===== src/rtl/csr_spmv_engine.sv =====
// csr_spmv_engine: CSR sparse matrix x dense vector engine; optional output saturation with SPMV_SAT_EN
module csr_spmv_engine #(
  parameter int ADDR_W = 14,
  parameter int DATA_W = 32,
  parameter int ACC_W  = 48,
  parameter int ROW_W  = 10
) (
  input  logic              clk,
  input  logic              reset,
  input  logic              start,
  input  logic [ROW_W-1:0]  n_rows,
  output logic              ptr_en,
  output logic [ADDR_W-1:0] ptr_addr0,
  output logic [ADDR_W-1:0] ptr_addr1,
  input  logic [ADDR_W-1:0] ptr_dout0,
  input  logic [ADDR_W-1:0] ptr_dout1,
  output logic              nz_en,
  output logic [ADDR_W-1:0] nz_addr0,
  output logic [ADDR_W-1:0] nz_addr1,
  input  logic [DATA_W-1:0] nz_dout0,
  input  logic [DATA_W-1:0] nz_dout1,
  output logic              vec_en,
  output logic [ADDR_W-1:0] vec_addr,
  input  logic [DATA_W-1:0] vec_dout,
  output logic              y_valid,
  input  logic              y_ready,
  output logic [ROW_W-1:0]  y_row,
  output logic [DATA_W-1:0] y_data,
  output logic              busy,
  output logic              done
`ifdef SPMV_SAT_EN
  ,
  output logic              sat
`endif
);
  typedef enum logic [2:0] {IDLE, PTR_RD, PTR_CAP, NZ_RD, X_RD, MAC, EMIT, FIN} state_t;
  state_t r_state;
  logic [ROW_W-1:0] r_row, r_nrows;
  logic [ADDR_W-1:0] r_k, r_end;
  logic signed [DATA_W-1:0] r_val;
  logic signed [ACC_W-1:0] r_acc;
  logic signed [2*DATA_W-1:0] w_prod;
  logic [DATA_W-1:0] w_ydata;
  logic w_sat;
  logic [ROW_W-1:0] w_row_nx;
  logic w_unused;
  assign w_prod = $signed(r_val) * $signed(vec_dout);
  assign w_row_nx = r_row + ROW_W'(1);
  assign w_unused = ^{nz_dout1[DATA_W-1:ADDR_W], w_prod[2*DATA_W-1:ACC_W]};
  // Read strobes come straight from the state; addresses are forced to 0 when idle
  assign ptr_en = r_state == PTR_RD;
  assign ptr_addr0 = ptr_en ? ADDR_W'(r_row) : '0;
  assign ptr_addr1 = ptr_en ? ADDR_W'(r_row) + ADDR_W'(1) : '0;
  assign nz_en = r_state == NZ_RD;
  assign nz_addr0 = nz_en ? {r_k[ADDR_W-2:0], 1'b0} : '0;
  assign nz_addr1 = nz_en ? {r_k[ADDR_W-2:0], 1'b1} : '0;
  assign vec_en = r_state == X_RD;
  assign vec_addr = vec_en ? nz_dout1[ADDR_W-1:0] : '0;
`ifdef SPMV_SAT_EN
  logic w_pos_ovf, w_neg_ovf;
  assign w_pos_ovf = !r_acc[ACC_W-1] && (|r_acc[ACC_W-2:DATA_W-1]);
  assign w_neg_ovf = r_acc[ACC_W-1] && !(&r_acc[ACC_W-2:DATA_W-1]);
  assign w_sat = w_pos_ovf || w_neg_ovf;
  assign w_ydata = w_pos_ovf ? {1'b0, {(DATA_W-1){1'b1}}} :
                   w_neg_ovf ? {1'b1, {(DATA_W-1){1'b0}}} : r_acc[DATA_W-1:0];
`else
  assign w_sat = 1'b0;
  assign w_ydata = r_acc[DATA_W-1:0];
`endif
  // Row walk FSM; result handshake and status flags are registered here
  always_ff @(posedge clk or posedge reset) begin
    if (reset) begin
      r_state <= IDLE;
      r_row <= '0;
      r_nrows <= '0;
      r_k <= '0;
      r_end <= '0;
      r_val <= '0;
      r_acc <= '0;
      y_valid <= 1'b0;
      y_row <= '0;
      y_data <= '0;
      busy <= 1'b0;
      done <= 1'b0;
`ifdef SPMV_SAT_EN
      sat <= 1'b0;
`endif
    end else begin
      case (r_state)
        IDLE, FIN: begin
          if (r_state == FIN) begin
            busy <= 1'b0;
            done <= 1'b1;
          end
          if (start) begin
            r_nrows <= n_rows;
            r_row <= '0;
            done <= 1'b0;
            busy <= 1'b1;
            r_state <= (n_rows == '0) ? FIN : PTR_RD;
          end
        end
        PTR_RD: r_state <= PTR_CAP;
        PTR_CAP: begin
          r_k <= ptr_dout0;
          r_end <= ptr_dout1;
          r_acc <= '0;
          r_state <= (ptr_dout0 >= ptr_dout1) ? EMIT : NZ_RD;
        end
        NZ_RD: r_state <= X_RD;
        X_RD: begin
          r_val <= nz_dout0;
          r_state <= MAC;
        end
        MAC: begin
          r_acc <= r_acc + w_prod[ACC_W-1:0];
          r_k <= r_k + ADDR_W'(1);
          r_state <= (r_k + ADDR_W'(1) < r_end) ? NZ_RD : EMIT;
        end
        EMIT: begin
          if (y_valid && y_ready) begin
            y_valid <= 1'b0;
`ifdef SPMV_SAT_EN
            sat <= 1'b0;
`endif
            r_row <= w_row_nx;
            r_state <= (w_row_nx == r_nrows) ? FIN : PTR_RD;
          end else begin
            y_valid <= 1'b1;
            y_row <= r_row;
            y_data <= w_ydata;
`ifdef SPMV_SAT_EN
            sat <= w_sat;
`endif
          end
        end
      endcase
    end
  end
endmodule

===== config.mk =====
export PLATFORM = sky130hd
export DESIGN_NAME = csr_spmv_engine
export DESIGN_NICKNAME = d
export VERILOG_FILES = /design/src/rtl/csr_spmv_engine.sv
export SDC_FILE = /design/constraint.sdc
export NUM_CORES = 2
export LEC_CHECK = 0
export ABC_AREA = 1
export CAP_MARGIN = 40
export CORE_ASPECT_RATIO = 0.9
export CORE_MARGIN = 1.5
export CORE_UTILIZATION = 60
export CTS_CLUSTER_SIZE = 8
export DETAILED_ROUTE_END_ITERATION = 8
export PLACE_DENSITY = 0.83
export SETUP_SLACK_MARGIN = 0.1
export SLEW_MARGIN = 0
export SYNTH_ARGS = -nofsm -noshare
export SYNTH_HDL_FRONTEND = slang
export SYNTH_SLANG_ARGS = --single-unit
export TNS_END_PERCENT = 5

===== constraint.sdc =====
create_clock -name clk -period 11.55 [get_ports clk]
set_input_delay 2.31 -clock clk [delete_from_list [all_inputs] [get_ports clk]]
set_output_delay 2.31 -clock clk [all_outputs]
set_load 0.02 [all_outputs]

== Word level (Yosys, flattened, before mapping) ==
Index checks and enable logic that the tools add are counted.
Storage, ports and cells
  word-level logic and storage cells: 64
  output and inout bits: 118
  register bits after elaboration: 176
  bits of input ports: 138
Operators by class
  magnitude comparators: 2
  multiply operators: 1
  mux-type cells: 22
  add/sub/neg operators: 4
  equality and inequality tests: 10
  bitwise logic cells: 1
  reduce and logical (&&, ||, !) cells: 12
Operators by type and width (number)
  48-bit one-hot mux with 2 select lines: 1
  48-bit adder: 1
  32-bit by 32-bit multiplier with 48-bit output: 1
  14-bit two-way mux: 3
  10-bit two-way mux: 3
  14-bit one-hot mux with 2 select lines: 1
  3-bit one-hot mux with 7 select lines: 1
  10-bit one-hot mux with 2 select lines: 1
  3-bit two-way mux: 6
  14-bit by 1-bit adder with 14-bit output, second input constant: 1
  14-bit >= comparator: 1
  14-bit < comparator: 1
  3-bit == test, second input constant: 4
  10-bit by 1-bit adder with 11-bit output, second input constant: 1
  11-bit two-way mux: 1
  10-bit by 1-bit adder with 10-bit output, second input constant: 1
  10-bit == test: 1
  10-bit logical NOT: 1
  2-bit AND reduction: 4
  3-bit by 2-bit == test with 1-bit output, second input constant: 2
  2-bit nonzero test: 3
  1-bit two-way mux: 5
  2-bit inequality test, second input constant: 2
  3-bit by 1-bit == test with 1-bit output, second input constant: 1
  other kinds (5): 5

== Depth between registers and ports, before layout ==
  word-level depth: 5
  gate-level depth with buffers: 38
  depth with buffers taken out: 36

== Worst setup path before layout ==
No wires, ideal clock.
  path kind: input -> register
  from: input vec_dout[3]
  to: register r_acc[30]
  buffers on the path: 2
  slack: 3.043 ns
  cell stages on the path: 23
  required time: 11.420 ns
  arrival: 8.377 ns
  setup time: 0.130 ns
  cell sequence: clkbuf_1 buf_1 nand2_1 fa_1 inv_1 fa_1 inv_1 fa_1 fa_1 inv_1 fa_1 fa_1 fa_1 inv_1 fa_1 inv_1 ha_1 a21oi_1 o21ai_0 a2111oi_0 nand3_1 nand2_1 o22ai_1
On the way
  cells in the longest elaborated chain, start to end: 3
Ends and longest elaborated chain
  start: declaration: RTL line 24  | input logic [DATA_W-1:0] vec_dout,
  32-bit by 32-bit multiplier with 48-bit output: RTL line 47  | assign w_prod = $signed(r_val) * $signed(vec_dout);
  48-bit adder: RTL line 116  | r_acc <= r_acc + w_prod[ACC_W-1:0];
  48-bit one-hot mux with 2 select lines: RTL line 89  | case (r_state)
  end signal: assignment: RTL line 116
  end: declaration: RTL line 41  | logic signed [ACC_W-1:0] r_acc;
No other way between the ends.
A chain may end at the register's enable or synchronous reset.

== Worst setup path in the final report ==
  from: input vec_dout[3]
  to: register r_acc[27]
Same word-level chain as after synthesis.

==> summary.txt <==
Yosys
  • Post-synth EDFFs: 0
  • Yosys cell types: 52
  • Top cells by area, synth: fa_1, dfrtp_1, inv_1
  • Synth Area per Inst: 7.652 µm²
  • Post-synthesis async set-or-reset flop share: 100.0%
  • Main synth FF type: dfrtp_1
  • Synth Register Bits: 160
  • Cells after synthesis: 3,389
  • Ys Warns: 0
  • Area leader, netlist: fa_1
  • Synthesized area: 25,930 µm²
  • Yosys top cell area share: 33.81%
  • Post-synthesis sequential area ratio: 15.44%

Timing
  • Minimum period implied by the final worst setup slack: 9.421 ns
  • Final Max Tran Viols: 0
  • Worst-Margin Slew: 0.9456 ns
  • Final Hold Fails: 0
  • RSZ-0062 raised after global routing: no
  • Headroom to the max-slew limit: 36.96%
  • Final setup violation count: 0
  • Sum Neg Setup Slack: 0 ns
  • Fin Clk Skew: 0.01594 ns
  • Hold WS: 0.4790 ns
  • Max Clk Rate: 106.1 MHz
  • Tcrit/Tclk final: 81.57%

GRT
  • GRT Resource Usage Total: 30.56%
  • GRT Residual Overflow: 0
  • Antenna violations before repair: 0
  • First-pass GRT wire length: 108.6 mm
  • Vias in the first global route: 22.20k
  • Largest net degree at the start of global routing: 84

Drt
  • Via total after detailed routing: roughly 21k
  • Post-route DRC: 0
  • ANT nets after route: 0
  • Routed vias/inst: between 5 and 6
  • Iter 0 DRT Violations: 1,490
  • Final WL: 64.16 mm
  • Drt wl/cell: 15.70 µm
  • DRT Pass-1 Iters: 6

Placed design
  • GPL Wtd Cong: 0.9224
  • HPWL Detailed: 51.91 mm
  • Post-place instance area: around 29,000 µm²
  • Port Buffers: 229

Die
  • Die width: 222.1 µm
  • Core box area: 42,790 µm²
  • Die Y: 200.2 µm
  • Die area: around 44,000 µm²
  • Starting Density: around 61%
  • Num ports: 256
  • Site row count: 72

Final layout
  • Layout net count: 4,274
  • Antenna cell count: 0
  • Synthesis-to-finish area growth: 13.01%
  • Layout cells sized above 1: a little over 3%
  • Fill count: 3,373
  • Seq. cell area: 4004 µm²
  • Area of the multi-input gates: 17,440 µm²
  • Final Instance Area: 29,310 µm²

Outcome
  • Status: finished, final reports clean

Worst setup path
  • CP max FO: 18
  • Max incr delay on CP: 0.82 ns
  • WP data required: 11.89 ns
  • CP most frequent cell: fa_1
  • Worst Setup End Kind: flop
  • CP Class: input port to flop
  • CP max stage cell: clkdlybuf4s50_1
  • Arrival time at the worst endpoint: 9.76 ns
  • Worst Setup Start Kind: input port

Clock network
  • Clk Latency, worst-skew pair: 0.46 ns
  • CTS tree: built
  • Number of buffers created by CTS: 17
  • Clock transition at path regs: 0.07 ns
  • Clk sinks: 160
  • Cts hold-fix bufs: 0
  • Longest Clk Path Bufs: 2
  • H-tree depth: 4
  • Post-CTS Setup Inserts: 0
  • Post-CTS resize count: 0
  • CTS Root Cell: clkbuf_16

Worst hold path
  • Hold crit path type: flop to flop

Job
  • Max-Cap Viols: 0
[synthesized netlist by cell type (3+ instances only)]
cell type     n
clkbuf_1     94
o21bai_1      3
nand2_2       4
a21oi_1      67
nor3_1       10
o211ai_1      4
nand3b_1     10
nand3_1      56
buf_1        18
xor2_1       35
o21ai_0     108
a211oi_1      3
nand2_1     927
o22ai_1      33
dfrtp_1     160
fa_1        438
xnor2_1      10
a21oi_2       3
inv_2         3
ha_1        180
nor3_2        3
nor2_1      108
o21ai_1       4
nand3_2       4
buf_2        27
o21ai_2       3
buf_4        25
nor4_1        5
nor3_4        3
inv_1      1001
nand4_1      12
[registers in the layout (all words and copies together) (netlist names)]
register and count:
busy 1, done 1, r_acc 32, r_end 14, r_k 14, r_nrows 10
r_row 10, r_state 3, r_val 32, y_data 32, y_row 10, y_valid 1
[worst max-delay path: cells and delay by family]
family                   cells  cell delay, ns
AND/OR/NAND/NOR              6            0.58
buffers and inverters        7            1.50
adder cells (fa/ha/maj)      9            4.31
AO/OA/AOI/OAI                5            1.04
[path summary, 6_finish.rpt]
| check | startpoint | endpoint | slack [ns] | depth (start not counted) |
|---|---|---|---|---|
| max | vec_dout[3] | r_acc[27] | 2.13 | 27 |
| min | busy | busy | 0.48 | 2 |
| max reg2reg | r_val[14] | r_acc[27] | 4.20 | 25 |
| min reg2reg | busy | busy | 0.48 | 2 |
| max in group asynchronous | reset | r_val[10] | 8.41 | 5 |
| min in group asynchronous | reset | r_end[12] | 2.30 | 3 |
[cell type report]
| cell class | instances | share of cell area [%] |
|---|---|---|
| clock buffers | 19 | 1.511 |
| clock inverters | 13 | 0.6788 |
| inverters | 1005 | 12.89 |
| multi-input cells | 2065 | 59.51 |
| flip-flops and latches | 160 | 13.66 |
| well taps | 555 | 2.370 |
| repair buffers | 269 | 9.376 |
[metrics by stage]
stage	instances	utilization (%)	worst slack [ns]
after floorplan	3396	-	3.043
after global placement	4038	66.34	1.719
after detailed placement	4052	66.93	1.721
after CTS	4084	68.43	2.212
after global routing	4086	68.49	1.793
final	4086	68.49	2.129
[placed cells by master, fill, tap and decap left out, drive strengths merged, types with 2 or more instances in the layout]
master	count
o211ai	4
o21a	2
nand4	12
xor2	36
buf	40
dfrtp	160
mux2	2
o221ai	2
fa	438
o22ai	33
nor4	5
a21oi	70
a31oi	2
conb	8
clkdlybuf4s50	229
a22oi	2
inv	1010
nand2	931
or2	2
a21o	2
o21ai	115
a211oi	4
o21bai	3
nor2	110
nand3	60
nand3b	10
xnor2	10
ha	180
clkinv	3
nor3	16
bufinv	4
clkbuf	19
[cell families (layout without fill, tap and decap cells)]
kind of cell,Yosys count,in the layout,synth area share [%]
buffers and inverters,1171,1306,17.48
and+or+nand+nor,1146,1146,17.63
adders and majority gates,618,618,42.50
AOI/OAI and AO/OA,245,245,5.278
DFF,160,160,15.44
xor gates and xnor gates,46,46,1.583
muxes,2,2,0.08684
other,1,8,0.01446
[per-layer routing]
layer	wire (µm)	GRT usage, %	vias to the layer above
met2	31010	50.77	817
li1	-	-	9905
met5	0	0	-
met3	4792	4.856	149
met1	25960	40.32	10218
met4	2402	12.11	0
Power is left out: the tool's default activity adds up to more than one toggle a clock period on the data nets, which glitch-free logic cannot reach.
